## src/rtl/fp_divide.sv

```systemverilog
// IEEE-754 single-precision divider (A / B). It runs a restoring mantissa divide
// that yields one quotient bit per cycle, flushes subnormals to zero and keeps one divide in flight.
module fp_divide #(
  parameter int          ROUND_MODE = 0,
  parameter logic [31:0] CANON_NAN  = 32'h7FC0_0000
) (
  input  logic        clk,
  input  logic        reset_n,
  input  logic        start,
  input  logic [31:0] A,
  input  logic [31:0] B,
  output logic        busy,
  output logic        done,
  output logic [31:0] Result
);

  typedef enum logic [2:0] {
    S_IDLE   = 3'd0,
    S_UNPACK = 3'd1,
    S_DIVIDE = 3'd2,
    S_ROUND  = 3'd3,
    S_DONE   = 3'd4
  } state_e;

  state_e      state_q, state_d;
  logic [31:0] a_q, a_d, b_q, b_d, result_q, result_d;
  logic [25:0] rem_q, rem_d, quo_q, quo_d;
  logic [4:0]  cnt_q, cnt_d;
  logic        busy_q, busy_d, done_q, done_d;

  logic        sign_s;
  logic [7:0]  exp_a_s, exp_b_s;
  logic [23:0] mant_a_s, mant_b_s;
  logic        a_nan_s, b_nan_s, a_inf_s, b_inf_s, a_zero_s, b_zero_s;
  logic        special_hit_s;
  logic [31:0] special_val_s;

  assign sign_s   = a_q[31] ^ b_q[31];
  assign exp_a_s  = a_q[30:23];
  assign exp_b_s  = b_q[30:23];
  assign mant_a_s = {1'b1, a_q[22:0]};
  assign mant_b_s = {1'b1, b_q[22:0]};
  assign a_nan_s  = (exp_a_s == 8'hFF) && (a_q[22:0] != 23'd0);
  assign b_nan_s  = (exp_b_s == 8'hFF) && (b_q[22:0] != 23'd0);
  assign a_inf_s  = (exp_a_s == 8'hFF) && (a_q[22:0] == 23'd0);
  assign b_inf_s  = (exp_b_s == 8'hFF) && (b_q[22:0] == 23'd0);
  assign a_zero_s = (exp_a_s == 8'h00);
  assign b_zero_s = (exp_b_s == 8'h00);

  // Special-operand classification, first match wins
  always_comb begin
    special_hit_s = 1'b1;
    special_val_s = CANON_NAN;
    if (a_nan_s || b_nan_s) begin
      special_val_s = CANON_NAN;
    end else if ((a_zero_s && b_zero_s) || (a_inf_s && b_inf_s)) begin
      special_val_s = CANON_NAN;
    end else if (a_inf_s || b_zero_s) begin
      special_val_s = {sign_s, 8'hFF, 23'd0};
    end else if (a_zero_s || b_inf_s) begin
      special_val_s = {sign_s, 31'd0};
    end else begin
      special_hit_s = 1'b0;
      special_val_s = CANON_NAN;
    end
  end

  // A trial subtraction leaves rem < mantB < 2^24, so 25 bits of difference are exact
  logic        rem_ge_s;
  logic [24:0] rem_diff_s;
  assign rem_ge_s   = (rem_q >= {2'b00, mant_b_s});
  assign rem_diff_s = rem_q[24:0] - {1'b0, mant_b_s};

  logic               norm_s, guard_s, sticky_s, inc_s;
  logic [22:0]        man_raw_s;
  logic [23:0]        man_sum_s;
  logic signed [9:0]  exp_base_s, exp_rnd_s;
  logic [31:0]        round_val_s;

  assign norm_s     = quo_q[25];
  assign man_raw_s  = norm_s ? quo_q[24:2] : quo_q[23:1];
  assign guard_s    = norm_s ? quo_q[1] : quo_q[0];
  assign sticky_s   = (norm_s & quo_q[0]) | (rem_q != 26'd0);
  assign exp_base_s = $signed({2'b00, exp_a_s}) - $signed({2'b00, exp_b_s})
                      + (norm_s ? 10'sd127 : 10'sd126);
  assign inc_s      = (ROUND_MODE == 0) && guard_s && (sticky_s || man_raw_s[0]);
  assign man_sum_s  = {1'b0, man_raw_s} + {23'd0, inc_s};
  assign exp_rnd_s  = exp_base_s + $signed({9'd0, man_sum_s[23]});

  // Range check of the rounded quotient
  always_comb begin
    round_val_s = {sign_s, exp_rnd_s[7:0], man_sum_s[22:0]};
    if (exp_rnd_s >= 10'sd255) begin
      round_val_s = {sign_s, 8'hFF, 23'd0};
    end else if (exp_rnd_s <= 10'sd0) begin
      round_val_s = {sign_s, 31'd0};
    end else begin
      round_val_s = {sign_s, exp_rnd_s[7:0], man_sum_s[22:0]};
    end
  end

  // Next-state and datapath control
  always_comb begin
    state_d  = state_q;
    a_d      = a_q;
    b_d      = b_q;
    rem_d    = rem_q;
    quo_d    = quo_q;
    cnt_d    = cnt_q;
    busy_d   = busy_q;
    done_d   = 1'b0;
    result_d = result_q;
    case (state_q)
      S_IDLE: begin
        if (start) begin
          a_d     = A;
          b_d     = B;
          busy_d  = 1'b1;
          state_d = S_UNPACK;
        end else begin
          busy_d = 1'b0;
        end
      end
      S_UNPACK: begin
        if (special_hit_s) begin
          result_d = special_val_s;
          done_d   = 1'b1;
          state_d  = S_DONE;
        end else begin
          rem_d   = {2'b00, mant_a_s};
          quo_d   = 26'd0;
          cnt_d   = 5'd25;
          state_d = S_DIVIDE;
        end
      end
      S_DIVIDE: begin
        rem_d = rem_ge_s ? {rem_diff_s, 1'b0} : {rem_q[24:0], 1'b0};
        quo_d = {quo_q[24:0], rem_ge_s};
        if (cnt_q == 5'd0) begin
          state_d = S_ROUND;
        end else begin
          cnt_d = cnt_q - 5'd1;
        end
      end
      S_ROUND: begin
        result_d = round_val_s;
        done_d   = 1'b1;
        state_d  = S_DONE;
      end
      S_DONE: begin
        busy_d  = 1'b0;
        state_d = S_IDLE;
      end
      default: begin
        busy_d  = 1'b0;
        state_d = S_IDLE;
      end
    endcase
  end

  // State and datapath registers
  always_ff @(posedge clk or negedge reset_n) begin
    if (!reset_n) begin
      state_q  <= S_IDLE;
      a_q      <= 32'd0;
      b_q      <= 32'd0;
      rem_q    <= 26'd0;
      quo_q    <= 26'd0;
      cnt_q    <= 5'd0;
      busy_q   <= 1'b0;
      done_q   <= 1'b0;
      result_q <= 32'd0;
    end else begin
      state_q  <= state_d;
      a_q      <= a_d;
      b_q      <= b_d;
      rem_q    <= rem_d;
      quo_q    <= quo_d;
      cnt_q    <= cnt_d;
      busy_q   <= busy_d;
      done_q   <= done_d;
      result_q <= result_d;
    end
  end

  assign busy   = busy_q;
  assign done   = done_q;
  assign Result = result_q;

endmodule

```

## config.mk

```make
export PLATFORM = sky130hd
export DESIGN_NAME = fp_divide
export DESIGN_NICKNAME = d
export VERILOG_FILES = /design/src/rtl/fp_divide.sv
export SDC_FILE = /design/constraint.sdc
export NUM_CORES = 1
export LEC_CHECK = 0
export BUFFER_PORTS_ARGS = -buffer_cell sky130_fd_sc_hd__buf_4
export CAP_MARGIN = 0
export CORE_MARGIN = 2
export CORE_UTILIZATION = 40
export DETAILED_ROUTE_END_ITERATION = 8
export SYNTH_ARGS = -nofsm -noshare
export SYNTH_HDL_FRONTEND = slang
export SYNTH_SLANG_ARGS = --single-unit
```

## constraint.sdc

```tcl
create_clock -name clk -period 4.6 [get_ports clk]
set_clock_uncertainty 0.1 [all_clocks]
set_input_delay 0.46 -clock clk [delete_from_list [all_inputs] [get_ports clk]]
set_output_delay 0.46 -clock clk [all_outputs]
set_load 0.01 [all_outputs]
```

==> metrics <==
outcome=finished clean; Die Wd=approximately 160 um; clock sinks=about 160; Syn. warnings=0; vias in the first global route=8,179; Initial Utilization=between 40% and 50%; Yosys top cell area share=roughly two fifths; max-cap violations=0; nets=around 1,300; CTS clk-pin slew, worst paths=roughly 0.070 ns; TritonCTS clock tree=built; GRT overflow=0; Peak supply drop=roughly 0.34 mV; reg2reg end=Result[18]; adder-cell share of the synthesized area=about 5%; slowest stage cell, crit path=dfrtp_2; DRT antenna net count=0; largest net degree at the start of global routing=approximately 100; pwr/cell area=between 800 and 900 nW/um2; I/O pins=between 100 and 150; xor/xnor share of the synthesized area=under 10%; mapped cell area=9950 um2; Fillers=2,361; Finished Core Util=47.8%; R2R Setup Slk=about 0.33 ns; first-pass GRT wire length=between 40 and 50 mm; Hold/Removal Path Class=primary input to async pin; Resized cells post-CTS=0; Antenna Cells=0; sequential element share of the synthesized area=39.7%; die height=approximately 160 um; RSZ-0062 raised after global routing=no; Total Routing Usage GR=between 20% and 30%; CP cell instances=nand2b_1 -> a2111oi_2 -> nand2_1 -> nor4_2 -> buf_4 -> nand3_1 -> fa_1 -> ha_1 -> nand2_1 -> nor2_1 -> o2111a_1 -> o211ai_1 -> nor4_2 -> or2_1 -> buf_12 -> o41ai_2; synth unique cells=78; # DRC=0; Mapped Nets=1,233; Initial DRC Count=roughly 650; Post-Syn Instances=between 1,000 and 1,500; leading area contributor after synthesis=dfrtp_1; placed insts=~1,500; Synth Area in Simple Gates=about a fifth; Slew HR=approximately 25%; power consumption=9.83 mW; synth top area cells=dfrtp_1 (40%), nand2_1 (7.6%), ha_1 (4.4%); CTS buffer count=17; share of cells above drive strength 1=19.7%; Clk Latency, worst-skew pair=~0.43 ns; fin. max-slew vios=0; CP max stage delay=slightly above 0.5 ns; CP arrival=roughly 4.5 ns; Period minus WS final=between 4 and 5 ns; initial antenna violation count=1; setup TNS=0 ns; vias per std cell=about 5.4; num rows=57; Core Footprint=24,400 um2; final hold vios=0; largest family of logic cells by synthesized area=simple AND/OR/NAND/NOR gates; Synth Area in Compound Gates=a little under a fifth; hpwl dp=19.5 mm; IO buf count=100; Tcrit/Tclk final=slightly above 90%; multiplexer share of the synthesized area=under 10%; area of the die=between 20,000 and 30,000 um2; non-filler cells, final=1,546; leakage power=around 5.1 nW; CP Data Required Time=around 4.8 ns; Post-synth EDFFs=0; # setup viols final=0; WP depth=16; mean post-synth cell area=8.82 um2; maximum clock rate=about 230 MHz; Startpoint Class=register; average wire per standard cell=17.0 um; Setup crit end kind=register; cell family with most CP delay=simple AND/OR/NAND/NOR gates; CTS Root Cell=clkbuf_16; R2R depth=16; Setup Crit Path Kind=register to register; Final GP Congestion=slightly below 0.9; area delta synth->final=17.1%; Buffers & Inverters on Critical Path=2; DRT Pass-1 Iters=7; ys async rst share=100%; Critical Path Fanout Max=23; clk buf depth=2; Post-CTS Setup Inserts=0; final WL=26.3 mm; Synth Register Bits=roughly 160; cts hold-fix bufs=0; Top FF cell, synth=dfrtp_1; reg2reg start=quo_q[25]; Worst Tran Pin Value=between 1 and 1.5 ns; H-tree lvl count=4; Vias=~8,400
[area by class of cell]
class / count / area, um2 / share of cell area (%)
timing repair buffer: 123 / 943 / 8.09
sequential: 158 / 3960 / 33.9
clock buffer: 20 / 467 / 4.00
multi-input combinational: 857 / 5550 / 47.6
clock inverter: 12 / 148 / 1.27
inverter: 52 / 195 / 1.67
tap: 324 / 405 / 3.48
[where the power goes]
part | switching, mW | total, mW | leakage (nW) | internal [mW]
Sequential | 0.526 | 2.46 | 1.97 | 1.93
Clock | 0.638 | 1.50 | 0.297 | 0.858
Combinational | 3.45 | 5.87 | 2.79 | 2.42
Total | 4.62 | 9.83 | 5.06 | 5.21
[cells in the final DEF (no fill, tap or decap), types with 4 or more instances in the layout]
| cell | Yosys | layout |
|---|---|---|
| inv_6 | 0 | 5 |
| or4_1 | 5 | 5 |
| ha_1 | 35 | 35 |
| o21ai_0 | 81 | 81 |
| o41ai_2 | 4 | 4 |
| a211oi_1 | 9 | 9 |
| nand3_1 | 33 | 33 |
| a31oi_1 | 14 | 14 |
| a21oi_1 | 63 | 63 |
| a21o_1 | 16 | 16 |
| and2_1 | 8 | 8 |
| nor4_1 | 20 | 19 |
| dfrtp_1 | 158 | 157 |
| nand2_1 | 201 | 201 |
| or2_2 | 4 | 4 |
| o31ai_1 | 8 | 8 |
| nand4_1 | 11 | 11 |
| nor2b_1 | 9 | 9 |
| nand2b_1 | 11 | 11 |
| nor3_1 | 18 | 18 |
| o211a_1 | 4 | 4 |
| nor2_1 | 72 | 72 |
| clkbuf_16 | 0 | 17 |
| o31ai_2 | 19 | 19 |
| inv_1 | 50 | 50 |
| and3_1 | 23 | 23 |
| mux2i_1 | 22 | 22 |
| xnor2_1 | 23 | 23 |
| o21a_1 | 7 | 7 |
| xor2_1 | 27 | 27 |
| buf_4 | 0 | 120 |
| o211ai_1 | 7 | 7 |
| or3_1 | 6 | 6 |
| mux2_2 | 38 | 38 |
[Yosys cell counts (5+ instances only)]
cell,instances
nor2_1,72
nand2b_1,11
nor2b_1,9
dfrtp_1,158
mux2i_1,22
a21o_1,16
nand4_1,11
or4_1,5
nand2_1,201
clkbuf_1,46
o31ai_2,19
a31oi_1,14
nor4_1,20
a211oi_1,9
o211ai_1,7
xor2_1,27
inv_1,50
ha_1,35
or3_1,6
and2_1,8
xnor2_1,23
nor3_1,18
o21a_1,7
buf_2,6
nand3_1,33
o31ai_1,8
o21ai_0,81
and3_1,23
mux2_2,38
a21oi_1,63
[layer usage]
| layer | wire length (um) | global-route usage (%) | part of all wire, % |
|---|---|---|---|
| met5 | 13 | 0 | 0.049 |
| met4 | 363 | 4.75 | 1.4 |
| met3 | 1060 | 3.68 | 4.0 |
| met2 | 12100 | 32.9 | 46 |
| met1 | 12800 | 29.8 | 49 |
[stage by stage]
stage	worst slack (ns)	instance area, um2	hold WS [ns]
after floorplan	0.245	9950	0.0644
after global placement	0.221	11000	0.372
after detailed placement	0.116	11000	0.373
after CTS	0.100	11600	0.0719
after global routing	0.00118	11700	0.102
final	0.326	11700	0.0156
[cell families after synthesis]
logic type / Yosys count
adder cells (fa/ha/maj): 38
XOR/XNOR: 51
AO/OA/AOI/OAI: 267
multiplexers: 60
AND/OR/NAND/NOR: 441
flip-flops: 158
buffers and inverters: 113
[how the worst max path moves through the flow]
stage,from,end
final,quo_q[25],Result[18]
after global routing,quo_q[25],Result[18]
after CTS,quo_q[25],Result[9]
after detailed placement,quo_q[25],Result[9]
after global placement,quo_q[25],Result[9]
after floorplan,quo_q[25],Result[22]
[state kept, by name (all words and copies together), names as in the netlist]
name	count
Result	32
a_q	32
b_q	32
quo_q	26
rem_q	26
cnt_q	5
state_q	3
busy	1
done	1
Note: power is estimated with default switching activity, not from simulation.
